[config.mk]
export PLATFORM = sky130hd
export DESIGN_NAME = vga_bounce_renderer
export DESIGN_NICKNAME = d
export VERILOG_FILES = /design/src/rtl/vga_bounce_renderer.sv
export SDC_FILE = /design/constraint.sdc
export NUM_CORES = 1
export LEC_CHECK = 0
export ABC_AREA = 1
export ABC_CLOCK_PERIOD_IN_PS = 6590
export CAP_MARGIN = 5
export CORE_UTILIZATION = 30
export CTS_CLUSTER_DIAMETER = 100
export DETAILED_ROUTE_END_ITERATION = 12
export GPL_ROUTABILITY_DRIVEN = 0
export GPL_TIMING_DRIVEN = 0
export SETUP_SLACK_MARGIN = 0.4
export SYNTH_ARGS = -nofsm -noshare
export SYNTH_HDL_FRONTEND = slang
export SYNTH_SLANG_ARGS = --single-unit
[constraint.sdc]
create_clock -name clk -period 6.59 [get_ports clk]
set_input_delay 1.977 -clock clk [delete_from_list [all_inputs] [get_ports clk]]
set_output_delay 1.977 -clock clk [all_outputs]
set_load 0.02 [all_outputs]
[src/rtl/vga_bounce_renderer.sv]
//----------------------------------------------------------------------------
// vga_bounce_renderer
//   Pixel stage between the VGA timing generator and the PMOD output mapping.
//   Draws a solid box that bounces around the visible area over a
//   checkerboard. Every output is registered, so there is exactly one clk
//   of latency from the timing inputs to the pixel and sync outputs.
//
// Ports
//   clk, rst_n          pixel clock, async active-low reset
//   hsync_in/vsync_in   syncs from the timing generator
//   display_on          high inside the visible area
//   hpos/vpos           current pixel coordinate
//   speed               pixels moved per frame on each axis (0 = frozen)
//   hsync_out/vsync_out syncs delayed one clk to line up with r/g/b
//   r/g/b               2-bit colour channels
//   frame_tick          one-clk pulse at the start of each vsync pulse
//----------------------------------------------------------------------------
`timescale 1ns/1ps

// One bounce axis: position plus direction, stepped once per frame tick.
// o_hit is the "this tick reaches an edge" flag used for the colour change.
module vga_bounce_axis #(
  parameter int MAX = 608
) (
  input  logic       clk,
  input  logic       rst_n,
  input  logic       i_step,
  input  logic [2:0] i_speed,
  output logic [9:0] o_pos,
  output logic       o_hit
);
  logic [9:0]  r_pos;
  logic        r_dir;    // 1 = moving towards MAX
  logic [10:0] w_sum;    // 11 bits so pos+speed never wraps
  logic [9:0]  w_nxt;
  logic        w_edge;

  always_comb begin
    w_sum  = {1'b0, r_pos} + {8'd0, i_speed};
    w_edge = 1'b0;
    w_nxt  = r_pos;
    if (r_dir) begin
      w_edge = (w_sum >= 11'(MAX));
      w_nxt  = w_edge ? 10'(MAX) : w_sum[9:0];
    end else begin
      w_edge = (r_pos <= {7'd0, i_speed});
      w_nxt  = w_edge ? 10'd0 : (r_pos - {7'd0, i_speed});
    end
  end

  assign o_hit = w_edge && (i_speed != 3'd0);
  assign o_pos = r_pos;

  always_ff @(posedge clk or negedge rst_n) begin
    if (!rst_n) begin
      r_pos <= 10'd0;
      r_dir <= 1'b1;
    end else if (i_step && (i_speed != 3'd0)) begin
      r_pos <= w_nxt;
      if (w_edge) r_dir <= ~r_dir;
    end
  end
endmodule

module vga_bounce_renderer #(
  parameter int   H_ACTIVE          = 640,
  parameter int   V_ACTIVE          = 480,
  parameter int   BOX_SIZE          = 32,
  parameter logic SYNC_ACTIVE_LEVEL = 1'b0
) (
  input  logic       clk,
  input  logic       rst_n,
  input  logic       hsync_in,
  input  logic       vsync_in,
  input  logic       display_on,
  input  logic [9:0] hpos,
  input  logic [9:0] vpos,
  input  logic [2:0] speed,
  output logic       hsync_out,
  output logic       vsync_out,
  output logic [1:0] r,
  output logic [1:0] g,
  output logic [1:0] b,
  output logic       frame_tick
);
  localparam int          NUM_AXES = 2;
  localparam int          AXIS_MAX [NUM_AXES] = '{H_ACTIVE - BOX_SIZE, V_ACTIVE - BOX_SIZE};
  localparam logic [10:0] BOX11 = 11'(BOX_SIZE);

  logic                          r_vs_q;
  logic                          r_frame_tick;
  logic                          r_hs, r_vs;
  logic [1:0]                    r_col;
  logic [5:0]                    r_rgb;

  logic [NUM_AXES-1:0][9:0]      w_pix;
  logic [NUM_AXES-1:0][9:0]      w_box;
  logic [NUM_AXES-1:0]           w_hit;
  logic [NUM_AXES-1:0]           w_in;
  logic                          w_tick_nxt;
  logic                          w_inside;
  logic                          w_chk;
  logic [5:0]                    w_rgb;

  assign w_pix = {vpos, hpos};

  genvar a;
  generate
    for (a = 0; a < NUM_AXES; a++) begin : g_axis
      vga_bounce_axis #(.MAX(AXIS_MAX[a])) u_axis (
        .clk     (clk),
        .rst_n   (rst_n),
        .i_step  (r_frame_tick),
        .i_speed (speed),
        .o_pos   (w_box[a]),
        .o_hit   (w_hit[a])
      );
      assign w_in[a] = ({1'b0, w_pix[a]} >= {1'b0, w_box[a]}) &&
                       ({1'b0, w_pix[a]} <  ({1'b0, w_box[a]} + BOX11));
    end
  endgenerate

  // Rising edge into the active vsync level; the history register resets to
  // inactive, so a vsync already active at reset release still yields a tick.
  assign w_tick_nxt = (vsync_in == SYNC_ACTIVE_LEVEL) && (r_vs_q != SYNC_ACTIVE_LEVEL);

  assign w_inside = display_on && (&w_in);
  assign w_chk    = hpos[5] ^ vpos[5];

  always_comb begin
    w_rgb = 6'b00_00_00;
    if (display_on) begin
      if (w_inside) begin
        case (r_col)
          2'd0:    w_rgb = 6'b11_00_00;
          2'd1:    w_rgb = 6'b00_11_00;
          2'd2:    w_rgb = 6'b00_00_11;
          default: w_rgb = 6'b11_11_11;
        endcase
      end else begin
        w_rgb = {1'b0, w_chk, 1'b0, w_chk, 1'b0, w_chk};
      end
    end
  end

  always_ff @(posedge clk or negedge rst_n) begin
    if (!rst_n) begin
      r_vs_q       <= ~SYNC_ACTIVE_LEVEL;
      r_frame_tick <= 1'b0;
      r_hs         <= ~SYNC_ACTIVE_LEVEL;
      r_vs         <= ~SYNC_ACTIVE_LEVEL;
      r_col        <= 2'd0;
      r_rgb        <= 6'd0;
    end else begin
      r_vs_q       <= vsync_in;
      r_frame_tick <= w_tick_nxt;
      r_hs         <= hsync_in;
      r_vs         <= vsync_in;
      r_rgb        <= w_rgb;
      // Corner hits bump the colour only once.
      if (r_frame_tick && (|w_hit)) r_col <= r_col + 2'd1;
    end
  end

  assign hsync_out  = r_hs;
  assign vsync_out  = r_vs;
  assign frame_tick = r_frame_tick;
  assign r          = r_rgb[5:4];
  assign g          = r_rgb[3:2];
  assign b          = r_rgb[1:0];
endmodule

* Word level (Yosys, flattened, before mapping) *
Cells that the tools add are included.
W data, S select, Z words.

storage, ports and cells
  output and inout port bits = 9
  bits of input ports = 28
  word-level logic and storage cells = 55
  register bits = 33

cells by class
  $add $sub $neg = 7
  mux-type cells = 11
  equality and inequality tests = 2
  reductions and logical operators = 14
  order comparisons = 8
  bitwise logic cells = 4

operators by type and width
  kind                     number
  $mux W10                 6
  $add A10 B3 Y11          2
  $add A10 B6 Y11 const B  2
  $lt A10 B11 Y1           2
  $ge A10 B10 Y1           2
  $le A10 B3 Y1            2
  $sub A10 B3 Y10          2
  $pmux W6 S3              1
  $mux W6                  2
  $ge A11 B10 Y1 const B   1
  $ge A11 B9 Y1 const B    1
  $logic_and A1 B1 Y1      8
  $reduce_and A2 Y1        3
  $not A1 Y1               3
  $reduce_bool A3 Y1       1
  $add A2 B1 Y2 const B    1
  $eq A2 B1 Y1 const B     1
  $eq A2 B2 Y1 const B     1
  $logic_not A2 Y1         1
  $mux W1                  2
  $reduce_or A2 Y1         1
  $xor A1 B1 Y1            1

* Logic depth before layout (Yosys ltp) *
  word-level depth = 7
  gate-level depth with buffers = 17
  depth with buffers taken out = 17

* Cells and area by module *
From an unflattened synthesis, not the netlist that was laid out.

unflattened totals
  cells, all modules = 555
  area, all modules = 3791.1 um^2

by module, submodules not included
  module                               area each (um^2)  cells an instance  sequential area each (um^2)  instances
  vga_bounce_renderer                  1443.9            211                277.8                        1
  vga_bounce_axis at g_axis[1].u_axis  1192.4            171                276.5                        1
  vga_bounce_axis at g_axis[0].u_axis  1154.9            173                276.5                        1

* Worst setup path before layout *
OpenSTA, ideal clock, no wires.

  path kind = input to register
  from = input speed[0]
  to = register r_col[0]
  required time = 6.473 ns
  stages on the path = 14
  path buffers = 0
  slack = 3.021 ns
  arrival = 3.452 ns
  setup time = 0.117 ns
  path through = ha_1 fa_1 nand2_1 nand2_1 nand3_1 nand3_1 nor2_2 nand2_2 nand2_4 nand2_4 nand3_4 nand2_2 nand2_1 nand2_1

on the way
  word-level cells in the longest chain between the ends = 6
  elaborated cells between the ends (all ways) = 13
  those cells by class = 2 x add/sub; 4 x order compare; 2 x mux; 5 x reduce/logical

ends and longest elaborated chain
  item                                             line  RTL
  start, declared                                  78    input logic [2:0] speed,
  $add A10 B3 Y11                                  39    w_sum = {1'b0, r_pos} + {8'd0, i_speed};
  $ge A11 B10 Y1 or $ge A11 B9 Y1 (tied branches)  43    w_edge = (w_sum >= 11'(MAX));
  $mux W1                                          42    if (r_dir) begin
  $logic_and A1 B1 Y1                              51    assign o_hit = w_edge && (i_speed != 3'd0);
  $reduce_or A2 Y1 *                               161   if (r_frame_tick && (|w_hit)) r_col <= r_col + 2'd1;
  $logic_and A1 B1 Y1 *                            161
  end signal, assigned                             161
  end, declared                                    93    logic [1:0] r_col;

Mark *: on every way between the ends. The rest lies on a longest branch, timed or not.
A chain may end at the register's enable or synchronous reset.

* Worst setup path in the final report *
  from = input speed[1]
  to = register g_axis[0].u_axis.r_pos[8]

on the way
  word-level cells in the longest chain between the ends = 4
  elaborated cells between the ends (all ways) = 9
  those cells by class = 2 x add/sub; 2 x order compare; 3 x mux; 2 x reduce/logical

ends and longest elaborated chain
  item                  line  RTL
  $add A10 B3 Y11       39
  $ge A11 B10 Y1        43
  $mux W10              44    w_nxt = w_edge ? 10'(MAX) : w_sum[9:0];
  $mux W10              42
  end signal, assigned  59    r_pos <= w_nxt;
  end, declared         32    logic [9:0] r_pos;

Parallel ways exist; a longest one is shown, timed or not.

==> flow_summary.yaml <==
grt:
  grt_pass1_wl_um: 15580
  grt_max_degree: 34
  gr-total-overflow: 0
  grt_pass1_vias: 3323
  antenna_found_initial: 0
  grt_use_total: 0.1528
final_layout:
  num-nets-final: 628
  fillers: 1217
  antennaDiodeCount: 0
  layoutNonFillerInstCount: 691
  utilization: 0.3717
  drive_above_1_share: 0.1150
  area_growth_syn_to_layout_pct: 19.18
min_path:
  hold_depth: 2
  hold_path_startpoint: "vsync_out"
  whs_endpoint: "frame_tick"
  hp-class: "flip-flop to flip-flop"
logic_synthesis:
  synth.area.top_cells: "dfrtp_1 20%, ha_1 17%, nand2_1 11%"
  synth_edf_count: 0
  syn-cell-area_um2: 3607
  ys_async_sr_fraction: 1.000
  synth_common_cells: "102 x nand2_1, 61 x inv_1, 54 x nor2_1"
  ys_seq_area_frac: 0.2303
  yosysWarnings: 0
  yosysTopAreaCell: "dfrtp_1"
  yosys_most_used_dff: "dfrtp_1"
  synthesis.nets: 585
  syn-instance-count: 504
  synth_seq_cells: 33
  avgSynthCellArea_um2: 7.157
  yosysUniqueCellTypes: 42
  yosysTopAreaCellShare: 0.2012
  synth.most_common_cell: "nand2_1"
clock_network:
  htreeDepth: 2
  cts_tree: "built"
  cts.repair.resized: 0
  cts_root_buf: "clkbuf_16"
  clk_latency_ns: 0.28
  numCtsBuffers: 5
  cts.sinks: 33
  cts_max_path_buffers: 2
  post_cts_buffers: 0
  cts_hold_buf: 0
  path_clk_slew_ns: 0.05
pwr:
  vdd_drop_max_mv: 0.1457
  leakage_uw: 0.002166
  p_per_area_nw_per_um2: 392.9
  power_uw: 1689
place:
  dp_cells: 683
  post-dp-hpwl_um: 7219
  io_buffers: 36
  pre_cts_slack_ns: 1.979
timing:
  period_share: 0.6525
  setup_viol: 0
  final_hold_viol_count: 0
  finClkSkew_ns: 0.006535
  slew_viol_final: 0
  fin_ws_ns: 2.290
  fmax_mhz: 232.6
  fin_crit_ns: 4.300
  finalSetupTns_ns: 0
  relSlewSlack: 0.4812
  worst_pin_slew_ns: 0.7781
  grt_setup_unrepaired: "false"
floorplan:
  die_y_um: 111.7
  die_x_um: 111.7
  rows: 39
  die_area_um2: 12470
  fp.coreArea_um2: 11560
  initial_core_util: 0.3119
  ios: 37
routing:
  wl_met2_um: 3983
  drtAntennaViolNets: 0
  met3_length_um: 408
  postRouteWirelength_um: 8846
  viasPerCell: 4.883
  wl_per_cell_um: 12.80
  num_vias: 3374
  dr.max_layer_used: "met4"
  met1_length_um: 4318
  drc: 2
  drt_iter0_drc: 221
  first_pass_iters: 8
setup_path:
  crit_buf_inv: 4
  crit_required_ns: 6.72
  worstSetupPathType: "primary input to flip-flop"
  critPathSlowestCell: "clkdlybuf4s50_1"
  reg2reg_from: "g_axis[1].u_axis.o_pos[5]"
  reg2regPathDepth: 14
  start_kind: "primary input"
  critPathArrivalTime_ns: 4.43
  end_kind: "flip-flop"
  reg2reg_slack_ns: 4.19
  path_max_fanout: 7
  path_cells: "clkdlybuf4s50_1 -> inv_1 -> fa_1 -> nand2_1 -> inv_1 -> o22ai_1 -> nand2_1 -> nand2_1 -> inv_1 -> a21oi_1 -> a22oi_1"
  slowest_delay_ns: 0.68
  crit_family: "buffers and inverters"
  r2r-end: "r_rgb[4]"
  cp.depth: 11
outcome:
  violations: "design-rule violations"
  status: "finished, violations left"
run:
  drv_cap: 0
## flip-flops by register name, indices dropped and copies added (netlist names)
| signal | count |
|---|---|
| g_axis.u_axis.o_pos | 20 |
| r_rgb | 6 |
| g_axis.u_axis.r_dir | 2 |
| r_col | 2 |
| frame_tick | 1 |
| hsync_out | 1 |
| vsync_out | 1 |
## per-stage QoR
| step | cell area [um^2] | hold slack (ns) |
|---|---|---|
| 2_1_floorplan | 3607 | 0.4992 |
| 3_3_place_gp | 4146 | 0.4661 |
| 3_5_place_dp | 4141 | 0.4726 |
| 4_1_cts | 4299 | 0.4817 |
| 5_1_grt | 4299 | 0.4951 |
| 6_report | 4299 | 0.4761 |
## worst max-delay path by stage
stage                                     end      from  slack (ns)
detailed placement  g_axis[0].u_axis.o_pos[8]  speed[1]        1.98
finish              g_axis[0].u_axis.o_pos[8]  speed[1]        2.29
global placement    g_axis[0].u_axis.o_pos[7]  speed[1]        2.07
global route        g_axis[0].u_axis.o_pos[9]  speed[1]        2.03
floorplan                            r_col[0]  speed[0]        3.02
CTS                 g_axis[0].u_axis.o_pos[8]  speed[1]        2.27
## where the power goes
part           internal, uW  switching (uW)
clock network           160            82.7
logic                   425             683
registers               268            70.9
## layout make-up
cell class | count | area (um^2) | share of cell area
clock inverter | 1 | 5.005 | 0.001164
multi-input combinational | 390 | 2445 | 0.5687
buffer | 14 | 80.08 | 0.01863
inverter | 67 | 251.5 | 0.05850
tap | 143 | 178.9 | 0.04162
sequential | 33 | 830.8 | 0.1932
clock buffer | 7 | 152.6 | 0.03551
timing repair buffer | 36 | 355.3 | 0.08265
## cell families (layout without fill, tap and decap cells)
| kind of cell | after synthesis | after routing | synth area share |
|---|---|---|---|
| and+or+nand+nor | 241 | 241 | 0.3073 |
| buffers and inverters | 81 | 125 | 0.09192 |
| AOI/OAI and AO/OA | 73 | 73 | 0.1224 |
| adders and majority gates | 53 | 53 | 0.1922 |
| DFF | 33 | 33 | 0.2303 |
| xor gates and xnor gates | 23 | 23 | 0.05584 |
## routing by layer
layer | global-route usage | up-vias
li1 | - | 1731
met1 | 0.2061 | 1561
met2 | 0.2509 | 73
met3 | 0.01960 | 9
met4 | 0.05225 | 0
met5 | 0 | -
## worst register-to-register path, cell delays in order, from the launching register on
cell     delay (ns)
dfrtp_1        0.38
buf_2          0.21
inv_1          0.11
ha_1           0.29
inv_1          0.04
ha_1           0.28
a21oi_1        0.13
o21a_1         0.14
nor2_1         0.05
nor2_1         0.08
nand3_1        0.14
nor2_2         0.19
nand2_2        0.11
nor2_1         0.10
nor2_1         0.05
## layout by cell type (no fill, tap or decap), types with 3 or more instances in the layout
cell	count
nand2_1	102
inv_1	61
nor2_1	54
ha_1	49
nand3_1	37
clkdlybuf4s50_1	35
a21oi_1	29
dfrtp_1	29
xor2_1	22
nand2_2	12
nand4_1	11
o21ai_0	10
buf_2	7
a22oi_1	7
inv_2	6
o21a_1	6
nor2_2	6
buf_4	5
a31oi_1	5
clkbuf_16	5
o21ai_1	4
nor3_1	4
fa_1	4
dfstp_2	4
nand2_4	3
or2_2	3
No activity file was read; power rests on OpenSTA's default activity.
